--- src/rtl/imem_fetch_responder_if.sv ---
`default_nettype none
// ============================================================================
// Module   : imem_fetch_responder_if
// Purpose  : Bundles the instruction-fetch handshake from the PC and the
//            simple read/busy bus to instruction memory.
// Signals  : pc, fetch_req, flush       PC -> responder
//            instr, iready, ifault      responder -> PC
//            mem_addr, mem_read         responder -> memory
//            mem_rdata, mem_busy        memory -> responder
// Modports : slave  - the fetch responder
//            master - the environment (PC plus instruction memory)
// Revision : 1.0 - initial release
// ============================================================================
interface imem_fetch_responder_if #(
   parameter int ADDR_W = 32,
   parameter int DATA_W = 32
);
   logic [ADDR_W-1:0] pc;
   logic              fetch_req;
   logic              flush;
   logic [DATA_W-1:0] instr;
   logic              iready;
   logic              ifault;
   logic [ADDR_W-1:0] mem_addr;
   logic              mem_read;
   logic [DATA_W-1:0] mem_rdata;
   logic              mem_busy;

   modport slave (
      input  pc, fetch_req, flush, mem_rdata, mem_busy,
      output instr, iready, ifault, mem_addr, mem_read
   );

   modport master (
      output pc, fetch_req, flush, mem_rdata, mem_busy,
      input  instr, iready, ifault, mem_addr, mem_read
   );
endinterface
`default_nettype wire

--- src/rtl/imem_fetch_responder.sv ---
`default_nettype none
// ============================================================================
// Module   : imem_fetch_responder
// Purpose  : Responder end of the PC instruction-fetch handshake. Serves the
//            instruction at pc either from a one-word fetch buffer (hit) or
//            by reading instruction memory over a read/busy bus (miss), and
//            reports it with a one-cycle iready pulse. Misaligned pc or a
//            bus that stays busy for TIMEOUT cycles yields a one-cycle
//            ifault pulse.
// Ports    : clk  - system clock, rising edge
//            rst  - asynchronous active-high reset
//            bus  - imem_fetch_responder_if.slave
//                   (pc, fetch_req, flush, instr, iready, ifault,
//                    mem_addr, mem_read, mem_rdata, mem_busy)
// Params   : ADDR_W  - fetch/bus address width
//            DATA_W  - instruction/bus data width
//            TIMEOUT - max consecutive busy cycles in WAIT before fault (>=1)
// Options  : PREFETCH_EN - when defined, adds a next-line buffer entry that
//            is filled with buf_addr+4 while the PC is not requesting.
// Revision : 1.0 - initial release
// ============================================================================
module imem_fetch_responder #(
   parameter int ADDR_W  = 32,
   parameter int DATA_W  = 32,
   parameter int TIMEOUT = 255
) (
   input  wire logic              clk,
   input  wire logic              rst,
   imem_fetch_responder_if.slave  bus
);

   // Counter is wide enough to hold the value TIMEOUT itself.
   localparam int c_CNT_W = (TIMEOUT < 2) ? 1 : $clog2(TIMEOUT + 1);
   localparam logic [c_CNT_W-1:0] c_TIMEOUT = c_CNT_W'(TIMEOUT);
   localparam logic [ADDR_W-1:0]  c_LINE    = ADDR_W'(4);

   typedef enum logic [1:0] {
      S_IDLE  = 2'd0,
      S_WAIT  = 2'd1,
      S_RESP  = 2'd2,
      S_FAULT = 2'd3
   } state_t;

   state_t            r_state;

   // Registered outputs
   logic              r_iready;
   logic              r_ifault;
   logic              r_mem_read;
   logic [ADDR_W-1:0] r_mem_addr;
   logic [DATA_W-1:0] r_instr;

   // Demand fetch buffer
   logic              r_buf_valid;
   logic [ADDR_W-1:0] r_buf_addr;
   logic [DATA_W-1:0] r_buf_data;

   // WAIT bookkeeping
   logic [c_CNT_W-1:0] r_cnt;
   logic               r_discard;

   // Combinational decode
   logic               w_misaligned;
   logic               w_hit_buf;
   logic               w_hit_nl;
   logic               w_pf_active;
   logic               w_discard;
   logic [c_CNT_W-1:0] w_cnt_next;

`ifdef PREFETCH_EN
   // Next-line entry and the prefetch that fills it
   logic              r_nl_valid;
   logic [ADDR_W-1:0] r_nl_addr;
   logic [DATA_W-1:0] r_nl_data;
   logic              r_pf_pend;    // a delivery happened; next line wanted
   logic [ADDR_W-1:0] r_pf_addr;
   logic              r_pf_active;  // the WAIT in progress is a prefetch

   assign w_hit_nl    = r_nl_valid && (r_nl_addr == bus.pc);
   assign w_pf_active = r_pf_active;
`else
   assign w_hit_nl    = 1'b0;
   assign w_pf_active = 1'b0;
`endif

   assign w_misaligned = (bus.pc[1:0] != 2'b00);
   assign w_hit_buf    = r_buf_valid && (r_buf_addr == bus.pc);
   // A flush on the completing edge abandons the fetch just like an
   // earlier flush, so the response is suppressed at the entry to RESP.
   assign w_discard    = r_discard || bus.flush;
   assign w_cnt_next   = r_cnt + c_CNT_W'(1);

   assign bus.iready   = r_iready;
   assign bus.ifault   = r_ifault;
   assign bus.mem_read = r_mem_read;
   assign bus.mem_addr = r_mem_addr;
   assign bus.instr    = r_instr;

   always_ff @(posedge clk or posedge rst) begin
      if (rst) begin
         r_state     <= S_IDLE;
         r_iready    <= 1'b0;
         r_ifault    <= 1'b0;
         r_mem_read  <= 1'b0;
         r_mem_addr  <= '0;
         r_instr     <= '0;
         r_buf_valid <= 1'b0;
         r_buf_addr  <= '0;
         r_buf_data  <= '0;
         r_cnt       <= '0;
         r_discard   <= 1'b0;
`ifdef PREFETCH_EN
         r_nl_valid  <= 1'b0;
         r_nl_addr   <= '0;
         r_nl_data   <= '0;
         r_pf_pend   <= 1'b0;
         r_pf_addr   <= '0;
         r_pf_active <= 1'b0;
`endif
      end else begin
         case (r_state)
            // ------------------------------------------------------------
            S_IDLE: begin
               if (bus.fetch_req && !bus.flush) begin
                  if (w_misaligned) begin
                     // Misaligned: fault without touching the bus.
                     r_ifault <= 1'b1;
                     r_state  <= S_FAULT;
                  end else if (w_hit_buf) begin
                     r_iready <= 1'b1;
                     r_instr  <= r_buf_data;
                     r_state  <= S_RESP;
`ifdef PREFETCH_EN
                     r_pf_pend <= 1'b1;
                     r_pf_addr <= bus.pc + c_LINE;
`endif
                  end else if (w_hit_nl) begin
`ifdef PREFETCH_EN
                     // Promote the next-line word into the demand entry so
                     // the following prefetch may reuse the next-line slot.
                     r_iready    <= 1'b1;
                     r_instr     <= r_nl_data;
                     r_buf_valid <= 1'b1;
                     r_buf_addr  <= r_nl_addr;
                     r_buf_data  <= r_nl_data;
                     r_pf_pend   <= 1'b1;
                     r_pf_addr   <= bus.pc + c_LINE;
                     r_state     <= S_RESP;
`endif
                  end else begin
                     r_mem_addr  <= bus.pc;
                     r_mem_read  <= 1'b1;
                     r_cnt       <= '0;
                     r_discard   <= 1'b0;
`ifdef PREFETCH_EN
                     r_pf_active <= 1'b0;
`endif
                     r_state     <= S_WAIT;
                  end
               end
`ifdef PREFETCH_EN
               else if (!bus.fetch_req && r_pf_pend) begin
                  r_mem_addr  <= r_pf_addr;
                  r_mem_read  <= 1'b1;
                  r_cnt       <= '0;
                  r_discard   <= 1'b0;
                  r_pf_pend   <= 1'b0;
                  r_pf_active <= 1'b1;
                  r_state     <= S_WAIT;
               end
`endif
            end

            // ------------------------------------------------------------
            // mem_read/mem_addr stay put until an edge sees mem_busy=0 (or
            // the timeout fires), whatever flush does meanwhile.
            S_WAIT: begin
               if (!bus.mem_busy) begin
                  r_mem_read <= 1'b0;
                  r_discard  <= 1'b0;
                  if (w_pf_active) begin
`ifdef PREFETCH_EN
                     r_nl_valid  <= 1'b1;
                     r_nl_addr   <= r_mem_addr;
                     r_nl_data   <= bus.mem_rdata;
                     r_pf_active <= 1'b0;
`endif
                     r_state <= S_IDLE;
                  end else begin
                     r_buf_valid <= 1'b1;
                     r_buf_addr  <= r_mem_addr;
                     r_buf_data  <= bus.mem_rdata;
                     if (w_discard) begin
                        r_state <= S_IDLE;
                     end else begin
                        r_iready <= 1'b1;
                        r_instr  <= bus.mem_rdata;
                        r_state  <= S_RESP;
`ifdef PREFETCH_EN
                        r_pf_pend <= 1'b1;
                        r_pf_addr <= r_mem_addr + c_LINE;
`endif
                     end
                  end
               end else if (w_cnt_next == c_TIMEOUT) begin
                  // Bus stuck: give up, buffer left as it was.
                  r_mem_read <= 1'b0;
                  r_discard  <= 1'b0;
                  if (w_pf_active) begin
`ifdef PREFETCH_EN
                     // A failed prefetch is silent; just drop the entry.
                     r_nl_valid  <= 1'b0;
                     r_pf_active <= 1'b0;
`endif
                     r_state <= S_IDLE;
                  end else if (w_discard) begin
                     r_state <= S_IDLE;
                  end else begin
                     r_ifault <= 1'b1;
                     r_state  <= S_FAULT;
                  end
               end else begin
                  r_cnt <= w_cnt_next;
                  // A prefetch is never abandoned by a redirect.
                  if (bus.flush && !w_pf_active) begin
                     r_discard <= 1'b1;
                  end
               end
            end

            // ------------------------------------------------------------
            // iready/ifault were raised on entry; each lasts one cycle and
            // the extra state keeps responses at least two cycles apart.
            S_RESP: begin
               r_iready <= 1'b0;
               r_state  <= S_IDLE;
            end

            S_FAULT: begin
               r_ifault <= 1'b0;
               r_state  <= S_IDLE;
            end

            default: begin
               r_iready   <= 1'b0;
               r_ifault   <= 1'b0;
               r_mem_read <= 1'b0;
               r_state    <= S_IDLE;
            end
         endcase
      end
   end

endmodule
`default_nettype wire

--- src/flat_wrapper.sv ---
// flat-port wrapper written by rule: the top's interface ports become plain ports
module imem_fetch_responder_flat 
#(
   parameter int ADDR_W  = 32,
   parameter int DATA_W  = 32,
   parameter int TIMEOUT = 255
)
  (clk, rst, bus_pc, bus_fetch_req, bus_flush, bus_mem_rdata, bus_mem_busy, bus_instr, bus_iready, bus_ifault, bus_mem_addr, bus_mem_read);
  imem_fetch_responder_if #(.ADDR_W(ADDR_W), .DATA_W(DATA_W)) bus_i ();
  input  wire logic clk;
  input  wire logic rst;
  input wire logic [$bits(bus_i.pc)-1:0] bus_pc;
  input wire logic [$bits(bus_i.fetch_req)-1:0] bus_fetch_req;
  input wire logic [$bits(bus_i.flush)-1:0] bus_flush;
  input wire logic [$bits(bus_i.mem_rdata)-1:0] bus_mem_rdata;
  input wire logic [$bits(bus_i.mem_busy)-1:0] bus_mem_busy;
  output wire logic [$bits(bus_i.instr)-1:0] bus_instr;
  output wire logic [$bits(bus_i.iready)-1:0] bus_iready;
  output wire logic [$bits(bus_i.ifault)-1:0] bus_ifault;
  output wire logic [$bits(bus_i.mem_addr)-1:0] bus_mem_addr;
  output wire logic [$bits(bus_i.mem_read)-1:0] bus_mem_read;
  assign bus_i.pc = bus_pc;
  assign bus_i.fetch_req = bus_fetch_req;
  assign bus_i.flush = bus_flush;
  assign bus_i.mem_rdata = bus_mem_rdata;
  assign bus_i.mem_busy = bus_mem_busy;
  assign bus_instr = bus_i.instr;
  assign bus_iready = bus_i.iready;
  assign bus_ifault = bus_i.ifault;
  assign bus_mem_addr = bus_i.mem_addr;
  assign bus_mem_read = bus_i.mem_read;
  imem_fetch_responder #(.ADDR_W(ADDR_W), .DATA_W(DATA_W), .TIMEOUT(TIMEOUT)) u_core (.clk(clk), .rst(rst), .bus(bus_i));
endmodule
--- config.mk ---
export PLATFORM = sky130hd
export DESIGN_NAME = imem_fetch_responder_flat
export DESIGN_NICKNAME = d
export VERILOG_FILES = /design/src/rtl/imem_fetch_responder_if.sv /design/src/rtl/imem_fetch_responder.sv /design/src/flat_wrapper.sv
export SDC_FILE = /design/constraint.sdc
export NUM_CORES = 1
export LEC_CHECK = 0
export ABC_AREA = 1
export BUFFER_PORTS_ARGS = -buffer_cell sky130_fd_sc_hd__buf_2
export CAP_MARGIN = 20
export CORE_UTILIZATION = 45
export DETAILED_ROUTE_END_ITERATION = 6
export MAX_ROUTING_LAYER = met4
export PLACE_DENSITY = 0.77
export SETUP_SLACK_MARGIN = 0.2
export SYNTH_ARGS = -nofsm -noshare
export SYNTH_HDL_FRONTEND = slang
export SYNTH_SLANG_ARGS = --single-unit
--- constraint.sdc ---
create_clock -name clk -period 4.6 [get_ports clk]
set_input_delay 0.92 -clock clk [delete_from_list [all_inputs] [get_ports clk]]
set_output_delay 0.92 -clock clk [all_outputs]
set_load 0.01 [all_outputs]
==> tab_implementation.tex, run 1 <==
\begin{tabular}{lr}
\hline
Metric & Value \\
\hline
\multicolumn{2}{l}{\textbf{Status}} \\
\quad Outcome & finished with violations \\
\quad Violations in the final reports & design-rule violations \\
\multicolumn{2}{l}{\textbf{Floorplan}} \\
\quad Core area & 14600 um\^{}2 \\
\quad Overall die height & 125 um \\
\quad Placement Rows & 44 \\
\quad I/O pins & 136 \\
\quad Die area & 15600 um\^{}2 \\
\quad Initial Utilization & 46.3\% \\
\quad Die Width & 125 um \\
\multicolumn{2}{l}{\textbf{Synthesis}} \\
\quad Average instance area after synthesis & 8.00 um\^{}2 \\
\quad Synth Register Bits & 143 \\
\quad Post-synth net total & 919 \\
\quad Area share of the largest cell type after synthesis & 52.7\% \\
\quad Sequential share of the synthesized area & 52.7\% \\
\quad Number of warnings printed during yosys synthesis & 0 \\
\quad Mapped Area & 6780 um\^{}2 \\
\quad Post-Synthesis Cells & 848 \\
\quad Biggest area contributors in the synthesized netlist & dfrtp\_1 (53\%), nand2\_1 (17\%), o21ai\_0 (6.8\%), inv\_1 (5.1\%), nand4\_1 (4.1\%) \\
\quad Most frequently used cell type in the post-synthesis netlist & nand2\_1 \\
\quad Async set or reset register ratio after synthesis & 100\% \\
\quad Cell taking the most area after synthesis & dfrtp\_1 \\
\quad Most used standard cells in the synthesized netlist & nand2\_1 (300), dfrtp\_1 (143), inv\_1 (93) \\
\quad Prevailing post-synth register cell & dfrtp\_1 \\
\quad Synth cell types & 30 \\
\quad Number of flops mapped to enable cells by yosys & 0 \\
\multicolumn{2}{l}{\textbf{STA}} \\
\quad Final Slew Violations & 0 \\
\quad Maximum achievable frequency & 390 MHz \\
\quad Unrepaired setup endpoints after global routing & no \\
\quad Final count of hold timing violations & 0 \\
\quad Least setup slack across all paths after layout & 2.04 ns \\
\quad Final worst path period share & 55.8\% \\
\quad Final worst path period need & 2.56 ns \\
\quad Tightest slew margin relative to the limit & 35.0\% \\
\quad Slew at the pin with the worst max-slew slack & 0.971 ns \\
\quad Hold WS & 0.466 ns \\
\quad Setup violators final & 0 \\
\quad Post-Route Skew & 0.00664 ns \\
\quad Setup\_tns & 0 ns \\
\multicolumn{2}{l}{\textbf{Power and ir drop}} \\
\quad Power per Cell Area & 671 nW/um\^{}2 \\
\quad Peak supply drop & 357 uV \\
\quad Total power & 5.46 mW \\
\quad Leak Pwr & 4.39 nW \\
\multicolumn{2}{l}{\textbf{Min path}} \\
\quad Endpoint with the worst hold slack & u\_core.bus.instr[6]\$\_DFFE\_PP0P\_ \\
\quad Hold Path Depth & 2 \\
\quad Min-delay worst type & reg2reg \\
\quad Worst Min Path Start & u\_core.bus.instr[6]\$\_DFFE\_PP0P\_ \\
\multicolumn{2}{l}{\textbf{Cells and area}} \\
\quad Final std cell area, no fill & 8140 um\^{}2 \\
\quad Final-stage net count & 1038 \\
\quad Layout cell share with drive strength beyond 1 & 20.5\% \\
\quad Count of fill cells added during filler insertion & 1356 \\
\quad Syn-to-layout area delta & 19.9\% \\
\multicolumn{2}{l}{\textbf{Placement}} \\
\quad Worst setup slack after placement & 1.60 ns \\
\quad Number of I/O port buffers & 135 \\
\quad Global placement routability congestion & 0.816 \\
\quad Half-perimeter wire length of the detailed placement result & 9900 um \\
\quad Area after detailed placement & 7530 um\^{}2 \\
\multicolumn{2}{l}{\textbf{Clocking}} \\
\quad Total CTS buffers & 17 \\
\quad CTS tree & done \\
\quad Number of buffers between clock root and the deepest sink & 2 \\
\quad Clock transition at the register clock pins on the worst setup and hold paths after CTS & 0.06 ns \\
\quad Setup Fix Bufs, Post-CTS & 0 \\
\quad Number of clock sinks & 143 \\
\quad Insertion delay to the later sink of the worst-skew pair & 0.42 ns \\
\quad Post-cts sizing count & 0 \\
\quad CTS H-tree depth & 4 \\
\quad Number of hold buffers added after cts & 0 \\
\quad Root buffer cell & clkbuf\_16 \\
\multicolumn{2}{l}{\textbf{Worst setup path}} \\
\quad Worst-path cell with the longest stage delay & nand3\_4 \\
\quad Critical Path Most Common Cell & nand2\_1 \\
\quad R2r endpoint & u\_core.bus.iready\$\_DFFE\_PP0P\_ \\
\quad Required time at the worst-slack endpoint & 4.90 ns \\
\quad R2r setup slk & 2.23 ns \\
\quad Classification of the worst setup path & in2reg \\
\quad Largest fanout on the critical path & 35 \\
\quad Worst setup EP type & register \\
\quad Startpoint Class & primary input \\
\quad Cells traversed along the worst timing path & buf\_2 > inv\_1 > nand2\_1 > nand2\_1 > nand3\_1 > nor2\_1 > nand2\_1 > nor2\_4 > nand2\_4 > nand2\_4 > nand3\_4 > nand2\_1 > nand2\_1 \\
\quad Worst EP arrival & 2.87 ns \\
\quad Logic depth of the worst register-to-register path & 10 \\
\quad R2r startpoint & u\_core.r\_state[0]\$\_DFFE\_PP0P\_ \\
\quad Slowest stage delay, CP & 0.42 ns \\
\multicolumn{2}{l}{\textbf{Routing}} \\
\quad Remaining antenna violation count after routing & 0 \\
\quad Detailed-route via count & 5745 \\
\quad Post-Route WL & 15400 um \\
\quad Remaining design rule violation count & 40 \\
\quad Number of violations reported at the end of detailed-routing iteration 0 & 436 \\
\quad DRT Pass-1 Iters & 7 \\
\quad Via/cell ratio & 4.92 \\
\quad Routed wire per std cell & 13.2 um \\
\multicolumn{2}{l}{\textbf{GRT}} \\
\quad Total congestion overflow & 0 \\
\quad Gr usage total & 22.1\% \\
\quad First-pass GRT wire length & 26600 um \\
\quad Largest net degree at the start of global routing & 117 \\
\quad Vias in the first global route & 5517 \\
\quad Number of antenna violations at the first check in global routing & 1 \\
\multicolumn{2}{l}{\textbf{Job}} \\
\quad Max-cap violation count & 0 \\
\hline
\end{tabular}
-- metrics by stage --
stage	instances	util [%]
2_1_floorplan	848	-
3_3_place_gp	1132	51.4
3_5_place_dp	1132	51.4
4_1_cts	1164	55.5
5_1_grt	1165	55.5
6_report	1167	55.6
-- flip-flops by register name (all words and copies together), names as in the netlist --
register,flops
u_core.bus.instr,32
u_core.r_buf_addr,32
u_core.bus.ifault,1
u_core.r_state,2
u_core.r_cnt,8
u_core.bus.mem_addr,32
u_core.r_discard,1
u_core.bus.iready,1
u_core.r_buf_data,32
u_core.bus.mem_read,1
u_core.r_buf_valid,1
-- cell families after synthesis --
kind of cell               synth area share (%)
AOI/OAI and AO/OA                          10.1
xor gates and xnor gates                   1.55
adders and majority gates                 0.369
buffers and inverters                      8.95
DFF                                        52.7
and+or+nand+nor                            26.3
-- worst max-delay path by stage --
stage	slack [ns]	depth (start not counted)	start	end
global route	1.75	14	bus_pc[13]	u_core.bus.instr[0]$_DFFE_PP0P_
CTS	2.03	11	bus_pc[31]	u_core.bus.instr[0]$_DFFE_PP0P_
global placement	1.65	14	bus_pc[8]	u_core.bus.instr[20]$_DFFE_PP0P_
finish	2.04	13	bus_pc[30]	u_core.bus.instr[0]$_DFFE_PP0P_
detailed placement	1.60	14	bus_pc[8]	u_core.bus.instr[0]$_DFFE_PP0P_
floorplan	1.89	1	rst	u_core.bus.ifault$_DFFE_PP0P_
-- critical path: cells and delay by family --
kind,cells,cell delay [ns]
simple gates,11,1.75
buf+inv,2,0.17
-- power breakdown --
group | internal (mW) | total (mW) | leakage (nW) | switching, mW
Combinational | 0.689 | 1.97 | 2.30 | 1.28
Sequential | 1.79 | 2.12 | 1.80 | 0.326
Clock | 0.820 | 1.38 | 0.284 | 0.558
-- per-layer routing --
layer | vias up | GRT usage (%) | part of all wire (%)
li1 | 2927 | - | -
met1 | 2657 | 28.2 | 46
met3 | 20 | 6.31 | 6.3
met5 | - | - | 0
met2 | 141 | 33.8 | 46
met4 | 0 | 7.41 | 1.5
-- placed cells by master, fill, tap and decap left out --
master,count
ha_1,2
inv_2,10
a31oi_1,1
buf_2,135
or2_2,1
o21ai_1,23
nand4_1,44
inv_1,92
buf_4,5
nand2_1,300
nor2_4,5
a21boi_1,2
clkinvlp_4,4
nor2_1,41
a21boi_0,1
xnor2_1,9
clkbuf_8,1
nor2_2,2
inv_6,3
nand2_2,2
nand3_1,11
o22ai_1,1
bufinv_16,2
dfrtp_1,143
nand3_4,2
diode_2,3
o21ai_2,1
nor3_1,1
xor2_1,3
a21oi_1,12
o21ai_0,92
nand2_4,3
o21bai_1,1
clkinv_2,1
nand3_2,1
clkinv_4,5
clkbuf_16,17
buf_12,1
-- area by class of cell --
class                   instances  area [um^2]  share of cell area (%)
diodes                          3         7.51                  0.0923
clock buffers                  18          439                    5.40
clock inverters                14          158                    1.94
inverters                     103          390                    4.80
multi-input cells             561         2600                    31.9
flip-flops and latches        143         3580                    44.0
well taps                     184          230                    2.83
repair buffers                141          733                    9.01
Power figures use the tool's default switching activity.
==> run 2: changes to the inputs <==
PLACE_DENSITY = 0.74   (was 0.77)
clock period = 2.65 ns   (was 4.6 ns; I/O delays follow)
==> tab_implementation.tex, run 2 (same netlist as run 1, synthesis figures left out) <==
\begin{tabular}{lr}
\hline
Metric & Value \\
\hline
\multicolumn{2}{l}{\textbf{Placement}} \\
\quad Worst setup slack after placement & 0.395 ns (-1.20 ns) \\
\quad Half-perimeter wire length of the detailed placement result & 9880 um (-0.14\%) \\
\quad Global placement routability congestion & 0.824 (+0.98\%) \\
\quad Number of I/O port buffers & 135 (unchanged) \\
\quad Area after detailed placement & 7580 um\^{}2 (+0.63\%) \\
\multicolumn{2}{l}{\textbf{Cells and area}} \\
\quad Final-stage net count & 1041 (+0.29\%) \\
\quad Share of the core filled with cells & 55.7\% (+0.18 points) \\
\quad Syn-to-layout area delta & 20.3\% \\
\quad Layout cell share with drive strength beyond 1 & 20.7\% (+0.14 points) \\
\quad Most frequent cells in the layout & nand2\_1 (300), dfrtp\_1 (143), buf\_2 (135) \\
\quad Most frequent standard cell in the layout excluding fill and tap cells & nand2\_1 \\
\quad Final std cell area, no fill & 8160 um\^{}2 (+0.32\%) \\
\multicolumn{2}{l}{\textbf{Routing}} \\
\quad Remaining design rule violation count & 18 (-55\%) \\
\quad Number of violations reported at the end of detailed-routing iteration 0 & 391 (-10\%) \\
\quad Detailed-route via count & 5801 (+0.97\%) \\
\quad Routed wire per std cell & 13.1 um (-0.41\%) \\
\quad DRT Pass-1 Iters & 7 (unchanged) \\
\quad Post-Route WL & 15300 um (-0.33\%) \\
\quad Remaining antenna violation count after routing & 0 (unchanged) \\
\quad Via/cell ratio & 4.97 (+0.89\%) \\
\multicolumn{2}{l}{\textbf{Clocking}} \\
\quad Root buffer cell & clkbuf\_16 \\
\quad Clock transition at the register clock pins on the worst setup and hold paths after CTS & 0.06 ns (about the same) \\
\quad Total CTS buffers & 17 (unchanged) \\
\quad Post-cts sizing count & 0 (unchanged) \\
\quad Number of clock sinks & 143 (unchanged) \\
\quad CTS tree & done \\
\quad Number of buffers between clock root and the deepest sink & 2 (unchanged) \\
\quad Number of hold buffers added after cts & 0 (unchanged) \\
\quad Insertion delay to the later sink of the worst-skew pair & 0.42 ns (about the same) \\
\quad CTS H-tree depth & 4 (unchanged) \\
\quad Setup Fix Bufs, Post-CTS & 0 (unchanged) \\
\multicolumn{2}{l}{\textbf{Worst setup path}} \\
\quad Largest fanout on the critical path & 32 (-8.6\%) \\
\quad Startpoint Class & register \\
\quad R2r startpoint & u\_core.r\_buf\_addr[31]\$\_DFFE\_PP0P\_ \\
\quad R2r setup slk & 0.65 ns (-1.58 ns) \\
\quad R2r endpoint & u\_core.bus.instr[9]\$\_DFFE\_PP0P\_ \\
\quad Worst setup startpoint & u\_core.r\_buf\_addr[31]\$\_DFFE\_PP0P\_ \\
\quad Required time at the worst-slack endpoint & 3.00 ns (-1.90 ns) \\
\quad Classification of the worst setup path & reg2reg \\
\quad Logic depth of the worst register-to-register path & 11 (+1) \\
\quad Worst EP arrival & 2.35 ns (-0.52 ns) \\
\quad Worst setup EP type & register \\
\multicolumn{2}{l}{\textbf{GRT}} \\
\quad Vias in the first global route & 5458 (-1.1\%) \\
\quad Largest net degree at the start of global routing & 144 (+23\%) \\
\quad Gr usage total & 22.1\% (about the same) \\
\quad Number of antenna violations at the first check in global routing & 1 (unchanged) \\
\quad Total congestion overflow & 0 (unchanged) \\
\quad First-pass GRT wire length & 26500 um (-0.36\%) \\
\multicolumn{2}{l}{\textbf{Power and ir drop}} \\
\quad Power per Cell Area & 1160 nW/um\^{}2 (+73\%) \\
\quad Leak Pwr & 4.42 nW (+0.61\%) \\
\quad Peak supply drop & 671 uV (+88\%) \\
\multicolumn{2}{l}{\textbf{Floorplan}} \\
\quad Initial Utilization & 46.3\% (unchanged) \\
\quad Die Width & 125 um (unchanged) \\
\quad Placement Rows & 44 (unchanged) \\
\quad Core area & 14600 um\^{}2 (unchanged) \\
\quad I/O pins & 136 (unchanged) \\
\quad Die area & 15600 um\^{}2 (unchanged) \\
\quad Overall die height & 125 um (unchanged) \\
\multicolumn{2}{l}{\textbf{Status}} \\
\quad Outcome & finished with violations \\
\quad Violations in the final reports & design-rule violations \\
\multicolumn{2}{l}{\textbf{STA}} \\
\quad Tightest slew margin relative to the limit & 46.9\% (+12 points) \\
\quad Unrepaired setup endpoints after global routing & no \\
\quad Setup violators final & 0 (unchanged) \\
\quad Hold WS & 0.282 ns (-0.184 ns) \\
\quad Slew at the pin with the worst max-slew slack & 0.796 ns (-0.175 ns) \\
\quad Maximum achievable frequency & 500 MHz \\
\quad Final count of hold timing violations & 0 (unchanged) \\
\quad Post-Route Skew & 0.00861 ns (+0.00197 ns) \\
\quad Final Slew Violations & 0 (unchanged) \\
\quad Final worst path period need & 2.00 ns \\
\quad Final worst path period share & 75.5\% \\
\quad Least setup slack across all paths after layout & 0.649 ns (-1.39 ns) \\
\quad Setup\_tns & 0 ns (unchanged) \\
\multicolumn{2}{l}{\textbf{Job}} \\
\quad Max-cap violation count & 0 (unchanged) \\
\multicolumn{2}{l}{\textbf{Min path}} \\
\quad Min-delay worst type & in2async \\
\hline
\end{tabular}
-- run 2: changes by cell type in the layout (fill, tap and decap cells not counted), moves of 2 or more --
cell / change
clkinv_2: +4
clkinv_4: -4
buf_12: +2
diode_2: -2
-- run 2: metrics by stage --
step / power (mW) / cells
after floorplan: 6.11 / 848
after global placement: 7.07 / 1135
after detailed placement: 7.16 / 1135
after CTS: 9.55 / 1167
after global routing: 10.3 / 1168
final: 9.47 / 1168
-- run 2: layout make-up --
type	instances	area (um^2)
Antenna cell	1	2.50
Clock inverter	13	138
Tap cell	184	230
Inverter	103	390
Timing Repair Buffer	144	781
Clock buffer	19	443
Multi-Input combinational cell	561	2600
Sequential cell	143	3580
Fill cell	1365	6480
-- run 2: worst max-delay path by stage --
stage	end	slack, ns	cells after the start
floorplan	u_core.bus.ifault$_DFFE_PP0P_	0.33	1
global placement	u_core.bus.instr[18]$_DFFE_PP0P_	0.45	14
detailed placement	u_core.bus.instr[22]$_DFFE_PP0P_	0.40	14
CTS	u_core.bus.instr[9]$_DFFE_PP0P_	0.60	11
global route	u_core.bus.instr[19]$_DFFE_PP0P_	0.37	13
finish	u_core.bus.instr[9]$_DFFE_PP0P_	0.65	11
-- run 2: where the power goes --
part	total [mW]	internal [mW]	switching [mW]
Sequential	3.67	3.11	0.564
Clock	2.34	1.41	0.929
Combinational	3.45	1.22	2.23
Total	9.47	5.75	3.72
-- run 2: worst max-delay path, stage by stage (launching register included) --
cell	delay, ns
dfrtp_1	0.36
inv_1	0.06
a21oi_1	0.17
nand3_1	0.11
nor2_1	0.14
nand2_1	0.13
nor2_4	0.16
nand2_4	0.09
nand2_4	0.10
buf_4	0.33
nand4_1	0.17
nand2_1	0.11
-- run 2: routing by layer --
layer / GRT usage [%] / share of wire [%] / vias to the layer above / wire length, um
met1: 29.2 / 46 / 2681 / 7090
li1: - / - / 2918 / -
met5: - / 0 / - / 0
met3: 5.24 / 6.0 / 7 / 924
met4: 6.83 / 0.83 / 0 / 127
met2: 33.8 / 47 / 195 / 7190
